<file path="src/rtl/imem_boot_ctrl_pkg.sv">
// Shared types and constants for the instruction-memory boot controller.
package imem_ctrl_pkg;

   typedef enum logic [1:0] {CLEAR, LOAD, RELEASE, RUN} imem_ctrl_state_t;

   // ADDI x0,x0,0: every unloaded word executes as a NOP
   localparam logic [31:0] IMEM_FILL_WORD = 32'h0000_0013;

endpackage

</file>
<file path="src/rtl/imem_load_counter.sv">
// Word-index counter for the boot controller: clear, increment and last-word flag.
// One extra bit beyond the address width so a full load reads back as WordQuantity.
module imem_load_counter #(
   parameter int WordQuantity = 256,
   parameter int BitSize      = 8
) (
   input  logic               clk,
   input  logic               rst,
   input  logic               clr,
   input  logic               inc,
   output logic [BitSize:0]   idx,
   output logic               tc
);

   localparam logic [BitSize:0] LAST = (BitSize+1)'(WordQuantity-1);

   always_ff @(posedge clk) begin
      if (rst || clr)
         idx <= '0;
      else if (inc)
         idx <= idx + (BitSize+1)'(1);
   end

   assign tc = (idx == LAST);

endmodule

</file>
<file path="src/rtl/imem_boot_ctrl.sv">
// Instruction-memory life cycle: clear to NOP, stream in a program, release the core.
// Optional running checksum of loaded words when IMEM_LOAD_SUM_EN is defined.
module imem_boot_ctrl
   import imem_ctrl_pkg::*;
#(
   parameter int WordQuantity = 256,
   parameter int BitSize      = 8
) (
   input  logic               clk,
   input  logic               rst,
   input  logic [31:0]        fetch_addr,
   input  logic               load_valid,
   input  logic [31:0]        load_data,
   input  logic               load_last,
   output logic               load_ready,
   input  logic               reload_req,
   output logic [31:0]        mem_addr,
   output logic [31:0]        mem_wdata,
   output logic               mem_we,
   output logic               core_rst,
   output logic               core_stall,
   output logic [BitSize:0]   words_loaded,
   output logic               load_overflow,
   output logic [31:0]        load_sum
);

   imem_ctrl_state_t state, state_nxt;
   logic [BitSize:0] idx;
   logic             tc;
   logic             hs;
   logic             cnt_clr;
   logic             cnt_inc;
   logic             load_end;
   logic             reload_go;
   logic [31:0]      idx_addr;

   imem_load_counter #(
      .WordQuantity (WordQuantity),
      .BitSize      (BitSize)
   ) u_cnt (
      .clk (clk),
      .rst (rst),
      .clr (cnt_clr),
      .inc (cnt_inc),
      .idx (idx),
      .tc  (tc)
   );

   assign hs        = load_valid && (state == LOAD);
   assign reload_go = reload_req && (state == RUN);
   assign idx_addr  = {{(30-BitSize){1'b0}}, idx[BitSize-1:0], 2'b00};

   always_ff @(posedge clk) begin
      if (rst)
         state <= CLEAR;
      else
         state <= state_nxt;
   end

   always_comb begin
      state_nxt  = state;
      cnt_clr    = 1'b0;
      cnt_inc    = 1'b0;
      load_end   = 1'b0;
      load_ready = 1'b0;
      mem_we     = 1'b0;
      mem_wdata  = load_data;
      mem_addr   = fetch_addr;
      core_rst   = 1'b0;
      core_stall = 1'b0;
      case (state)
         CLEAR: begin
            mem_we     = 1'b1;
            mem_wdata  = IMEM_FILL_WORD;
            mem_addr   = idx_addr;
            core_rst   = 1'b1;
            core_stall = 1'b1;
            if (tc) begin
               cnt_clr   = 1'b1;
               state_nxt = LOAD;
            end else begin
               cnt_inc = 1'b1;
            end
         end
         LOAD: begin
            load_ready = 1'b1;
            mem_we     = load_valid;
            mem_addr   = idx_addr;
            core_rst   = 1'b1;
            core_stall = 1'b1;
            if (hs) begin
               cnt_inc = 1'b1;
               // capacity end and load_last both terminate; words_loaded captures idx+1
               if (load_last || tc) begin
                  load_end  = 1'b1;
                  state_nxt = RELEASE;
               end
            end
         end
         RELEASE: begin
            core_stall = 1'b1;
            state_nxt  = RUN;
         end
         RUN: begin
            if (reload_go) begin
               cnt_clr   = 1'b1;
               state_nxt = CLEAR;
            end
         end
         default: state_nxt = CLEAR;
      endcase
   end

   always_ff @(posedge clk) begin
      if (rst)
         words_loaded <= '0;
      else if (load_end)
         words_loaded <= idx + (BitSize+1)'(1);
   end

   always_ff @(posedge clk) begin
      if (rst || reload_go)
         load_overflow <= 1'b0;
      else if (load_end && tc && !load_last)
         load_overflow <= 1'b1;
   end

`ifdef IMEM_LOAD_SUM_EN
   always_ff @(posedge clk) begin
      if (rst || reload_go)
         load_sum <= '0;
      else if (hs)
         load_sum <= load_sum + load_data;
   end
`else
   assign load_sum = 32'h0000_0000;
`endif

endmodule
</file>
<file path="config.mk">
export PLATFORM = sky130hd
export DESIGN_NAME = imem_boot_ctrl
export DESIGN_NICKNAME = d
export VERILOG_FILES = /design/src/rtl/imem_boot_ctrl_pkg.sv /design/src/rtl/imem_load_counter.sv /design/src/rtl/imem_boot_ctrl.sv
export SDC_FILE = /design/constraint.sdc
export NUM_CORES = 1
export LEC_CHECK = 0
export CAP_MARGIN = 20
export CORE_MARGIN = 5
export CORE_UTILIZATION = 32
export CTS_CLUSTER_SIZE = 10
export DETAILED_ROUTE_END_ITERATION = 8
export MAX_ROUTING_LAYER = met4
export PLACE_DENSITY = 0.88
export SLEW_MARGIN = 20
export SYNTH_ARGS = -nofsm -noshare
export SYNTH_HDL_FRONTEND = slang
export SYNTH_SLANG_ARGS = --single-unit
</file>
<file path="constraint.sdc">
create_clock -name clk -period 4.3 [get_ports clk]
set_clock_uncertainty 0.1 [all_clocks]
set_input_delay 0.86 -clock clk [delete_from_list [all_inputs] [get_ports clk]]
set_output_delay 0.86 -clock clk [all_outputs]
set_load 0.03 [all_outputs]
</file>
== After elaboration in Yosys (flattened, before gate mapping) ==
Cells that the tools add are included.

* Output and inout bits: 110
* Logic and storage cells: 45
* Register bits: 21

* Reduce and logical (&&, ||, !) cells: 12
* Equal/unequal tests: 8
* Muxes and demuxes: 20
* Add/subtract/negate cells: 1

{| class="wikitable"
|+ Operators by type and width
! cell !! number
|-
| $mux W32 || 2
|-
| $mux W1 || 10
|-
| $add A9 B1 Y9 const B || 1
|-
| $eq A9 B8 Y1 const B || 1
|-
| $mux W2 || 4
|-
| $pmux W2 S4 || 1
|-
| $ne A2 B2 Y1 const B || 3
|-
| $pmux W1 S2 || 3
|-
| $eq A2 B2 Y1 const B || 2
|-
| $logic_and A1 B1 Y1 || 4
|-
| $reduce_and A4 Y1 || 1
|-
| $logic_or A1 B1 Y1 || 3
|-
| $reduce_or A3 Y1 || 1
|-
| $eq A2 B1 Y1 const B || 1
|-
| $logic_not A2 Y1 || 1
|-
| $ne A2 B1 Y1 const B || 1
|-
| $reduce_or A2 Y1 || 1
|-
| $logic_not A1 Y1 || 1
|}

== Logic depth before layout (Yosys ltp) ==
* Depth in word-level cells: 7
* Depth in mapped cells: 10

== Hierarchy ==
From an unflattened synthesis, not the netlist that was laid out.

* Cell total of the unflattened synthesis: 230
* Area total of the unflattened synthesis: 1821.7 um2

{| class="wikitable"
|+ Modules (own cells, without submodules)
! module !! cells an instance !! sequential area each (um2) !! area each (um2) !! instances
|-
| imem_boot_ctrl || 185 || 240.2 || 1420.1 || 1
|-
| imem_load_counter || 45 || 180.2 || 401.6 || 1
|}

== Worst setup path before layout ==
Ideal clock, no wire load.

* Path type: reg-to-output
* Start point: reg state[1]
* End point: out mem_addr[2]
* Setup slack: 1.566 ns
* Cell stages (with the launch flop): 6
* Data arrival time: 1.774 ns
* Path buffers: 1
* Cells stage by stage: dfxtp_1 inv_1 ha_1 nor2_2 clkbuf_1 o21ai_0

* Word-level cells in the longest chain between the ends: 3
* Elaborated cells on any way between the ends: 4

{| class="wikitable"
|+ RTL lines
! what !! RTL line !! source
|-
| start: declaration || imem_boot_ctrl.sv:27 || <nowiki>imem_ctrl_state_t state, state_nxt;</nowiki>
|-
| start signal: assignment || imem_boot_ctrl.sv:57 || <nowiki>state <= state_nxt;</nowiki>
|-
| $eq A2 B1 Y1 or $logic_not A2 Y1 (tied branches) || imem_boot_ctrl.sv:71 || <nowiki>case (state)</nowiki>
|-
| $reduce_or A2 Y1 (no line) (*) || -- ||
|-
| $mux W32 (*) || imem_boot_ctrl.sv:71 ||
|-
| end: declaration || imem_boot_ctrl.sv:17 || <nowiki>output logic [31:0] mem_addr,</nowiki>
|}

Mark *: on every way between the ends. The rest lies on a longest branch, timed or not.

== Worst setup path after layout ==
* Start point: reg state[0]
* End point: out mem_addr[2]

The elaborated chain is that of the path after synthesis.

==> flow_summary.json <==
{
  "status": "finished, final reports clean",
  "num_antenna_cells": 0,
  "crit_path_end_kind": "output pin",
  "antenna_left": 0,
  "min_path_type": "reg2reg",
  "numPortBuffers": 146,
  "hold_viol": 0,
  "ys_top_cells_by_area": "dfxtp_1 24%, buf_4 14%, nor2b_1 10%",
  "first_pass_iters": 4,
  "cp_slowest_stage_delay_ns": 0.70,
  "synthFlopType": "dfxtp_1",
  "dieWidth_um": 83.6,
  "drive_gt1_share_pct": 5.26,
  "fin_crit_ns": 3.67,
  "synth.avg_cell_area_sq_um": 7.77,
  "initial_core_util_pct": 33.5,
  "synth-seq-cells": 21,
  "dp.cells": 427,
  "synth-async-reset-ratio_pct": 0,
  "cts_setup_buffers": 0,
  "insertion_delay_ns": 0.26,
  "synth.top_cell.area_share_pct": 24.3,
  "ys_seq_area_share_pct": 24.3,
  "rsz0062_at_grt": "no",
  "crit_chain": "inv_1 -> ha_1 -> nor2_2 -> buf_4 -> nand2_1 -> o21ai_0 -> clkdlybuf4s50_1",
  "wl_met1_um": 2110,
  "core_sq_um": 5170,
  "yosys.area_share.simple_pct": 29.7,
  "via_per_inst": 4.24,
  "dr.first_iter.drc_count": 54,
  "synth_edf_count": 0,
  "crit_fanout": 25,
  "critPathKind": "reg2out",
  "met2_length_um": 3280,
  "worst_pin_slew_ns": 0.801,
  "ys.warnings.count": 0,
  "finalSetupViolations": 0,
  "vias": 1827,
  "dr.max_layer_used": "met4",
  "clock-sinks": 21,
  "clk_path_buf_depth": 2,
  "synth_common_cells": "33 x buf_4, 29 x nor2b_1, 24 x and2_1, 24 x nor2_1, 21 x dfxtp_1",
  "syn_area_sq_um": 1730,
  "numCtsBuffers": 3,
  "synth.most_common_cell": "buf_4",
  "p_leak_nw": 1.17,
  "critPathRequiredTime_ns": 3.34,
  "cts.clk_slew.worst_paths_ns": 0.07,
  "cts_tree": "built",
  "io_pins": 179,
  "synth_compound_area_share_pct": 9.53,
  "synth_adder_area_share_pct": 4.33,
  "muxShareOfSynthArea_pct": 6.28,
  "grt-ovfl-total": 0,
  "syn_inst": 223,
  "dp_hpwl_um": 4990,
  "dieArea_sq_um": 6990,
  "routed_wl_um": 5840,
  "met3WireLength_um": 381,
  "fin_cells": 431,
  "grt_max_degree": 38,
  "crit_family": "buffers and inverters",
  "final_util_pct": 61.2,
  "synth_top_family_by_area": "simple AND/OR/NAND/NOR gates",
  "fin_setup_tns_ns": 0,
  "cts_root_buf": "clkbuf_8",
  "grt_usage_pct": 15.7,
  "cts_resized": 0,
  "grt_first_pass_wirelength_um": 8900,
  "die_y_um": 83.6,
  "grt_pass1_vias": 1820,
  "cp_data_arrival_time_ns": 2.71,
  "core.rowCount": 26,
  "path_buf_inv": 3,
  "slew_viol_final": 0,
  "crit_path_top_delay_cell": "clkdlybuf4s50_1",
  "max-slew-margin-rel_pct": 46.5,
  "drv_cap": 0,
  "grt_antenna_before_repair": 0,
  "wire_per_inst_um": 13.6,
  "ys_types": 31,
  "p_total_mw": 1.63,
  "h-tree-depth": 1,
  "hold_buffers": 0,
  "fmaxAchievable_mhz": 272,
  "route.detailed.drc": 0,
  "synth_largest_area_cell": "dfxtp_1",
  "gp_congestion": 0.796,
  "area_growth_pct": 82.5,
  "p_per_area_nw_per_um2": 515,
  "synth_xor_area_share_pct": 6.57,
  "ir_worst_vdd_mv": 0.291,
  "finalCritPeriodShare_pct": 85.4,
  "start_kind": "flip-flop",
  "fin_nets": 437
}
## sequential cells by signal, summed over array words and instances, names as in the netlist
name / flops
load_overflow: 1
state: 2
words_loaded: 9
u_cnt.idx: 9
## power by group
part	total [mW]	internal (mW)	switching, mW
registers	0.249	0.224	0.0248
clock network	0.125	0.0644	0.0604
logic	1.26	0.519	0.737
total	1.63	0.807	0.822
## cell usage in the layout (no fill, tap or decap)
master and count:
xor2_1 2, a211oi_1 13, a21boi_0 1, clkbuf_8 3, nor2_1 24, mux2_2 7, or2_2 3, buf_4 2
nand4_1 1, nand2_1 6, nand2b_1 2, conb_1 32, dfxtp_1 21, o31a_2 1, mux2i_1 3, o21ai_0 1
o21ai_1 1, nor2b_1 29, a21oi_1 3, nand3_1 3, clkdlybuf4s50_1 146, xnor2_1 11, and2_1 24, a22oi_1 1
and3_1 1, ha_1 6, inv_1 9, a222oi_1 1, clkinv_2 1, nor2_2 2, o21bai_1 1
## cells by family (layout without fill, tap and decap cells)
group | after synthesis | count (layout)
XOR/XNOR | 13 | 13
adder cells (fa/ha/maj) | 6 | 6
multiplexers | 10 | 10
buffers and inverters | 54 | 161
AO/OA/AOI/OAI | 23 | 23
AND/OR/NAND/NOR | 95 | 95
other | 1 | 32
flip-flops | 21 | 21
## layer usage
metal,track usage [%],vias to the layer above
met5,-,-
met4,3.95,0
met3,3.06,6
met2,31.0,80
met1,15.5,819
li1,-,922
## worst min-delay path, delay by kind of cell, from the launching register on
kind          cells  cell delay [ns]
simple gates      1             0.07
flops             1             0.33
mux               1             0.07
## worst paths after layout
| path | depth (start not counted) | slack [ns] | endpoint | startpoint |
|---|---|---|---|---|
| setup / recovery | 7 | 0.63 | mem_addr[2] | state[0] |
| hold / removal | 2 | 0.41 | words_loaded[0] | words_loaded[0] |
| setup reg to reg | 9 | 1.70 | state[1] | u_cnt.idx[0] |
| hold reg to reg | 2 | 0.41 | words_loaded[0] | words_loaded[0] |
## area by class of cell
| class | instances | area, sq um |
|---|---|---|
| clock buffer | 3 | 41.3 |
| sequential | 21 | 420 |
| multi-input combinational | 179 | 1100 |
| clock inverter | 1 | 5.00 |
| inverter | 9 | 33.8 |
| tap | 70 | 87.6 |
| timing repair buffer | 148 | 1480 |
| fill | 438 | 2010 |
## metrics by stage
stage / setup slack (ns) / cell area (sq um) / hold slack (ns)
6_report: 0.628 / 3160 / 0.407
5_1_grt: 0.448 / 3160 / 0.427
4_1_cts: 0.593 / 3160 / 0.411
3_5_place_dp: 0.885 / 3120 / 0.388
3_3_place_gp: 0.932 / 3120 / 0.376
2_1_floorplan: 1.57 / 1850 / 0.371
No activity file was read; power rests on OpenSTA's default activity.
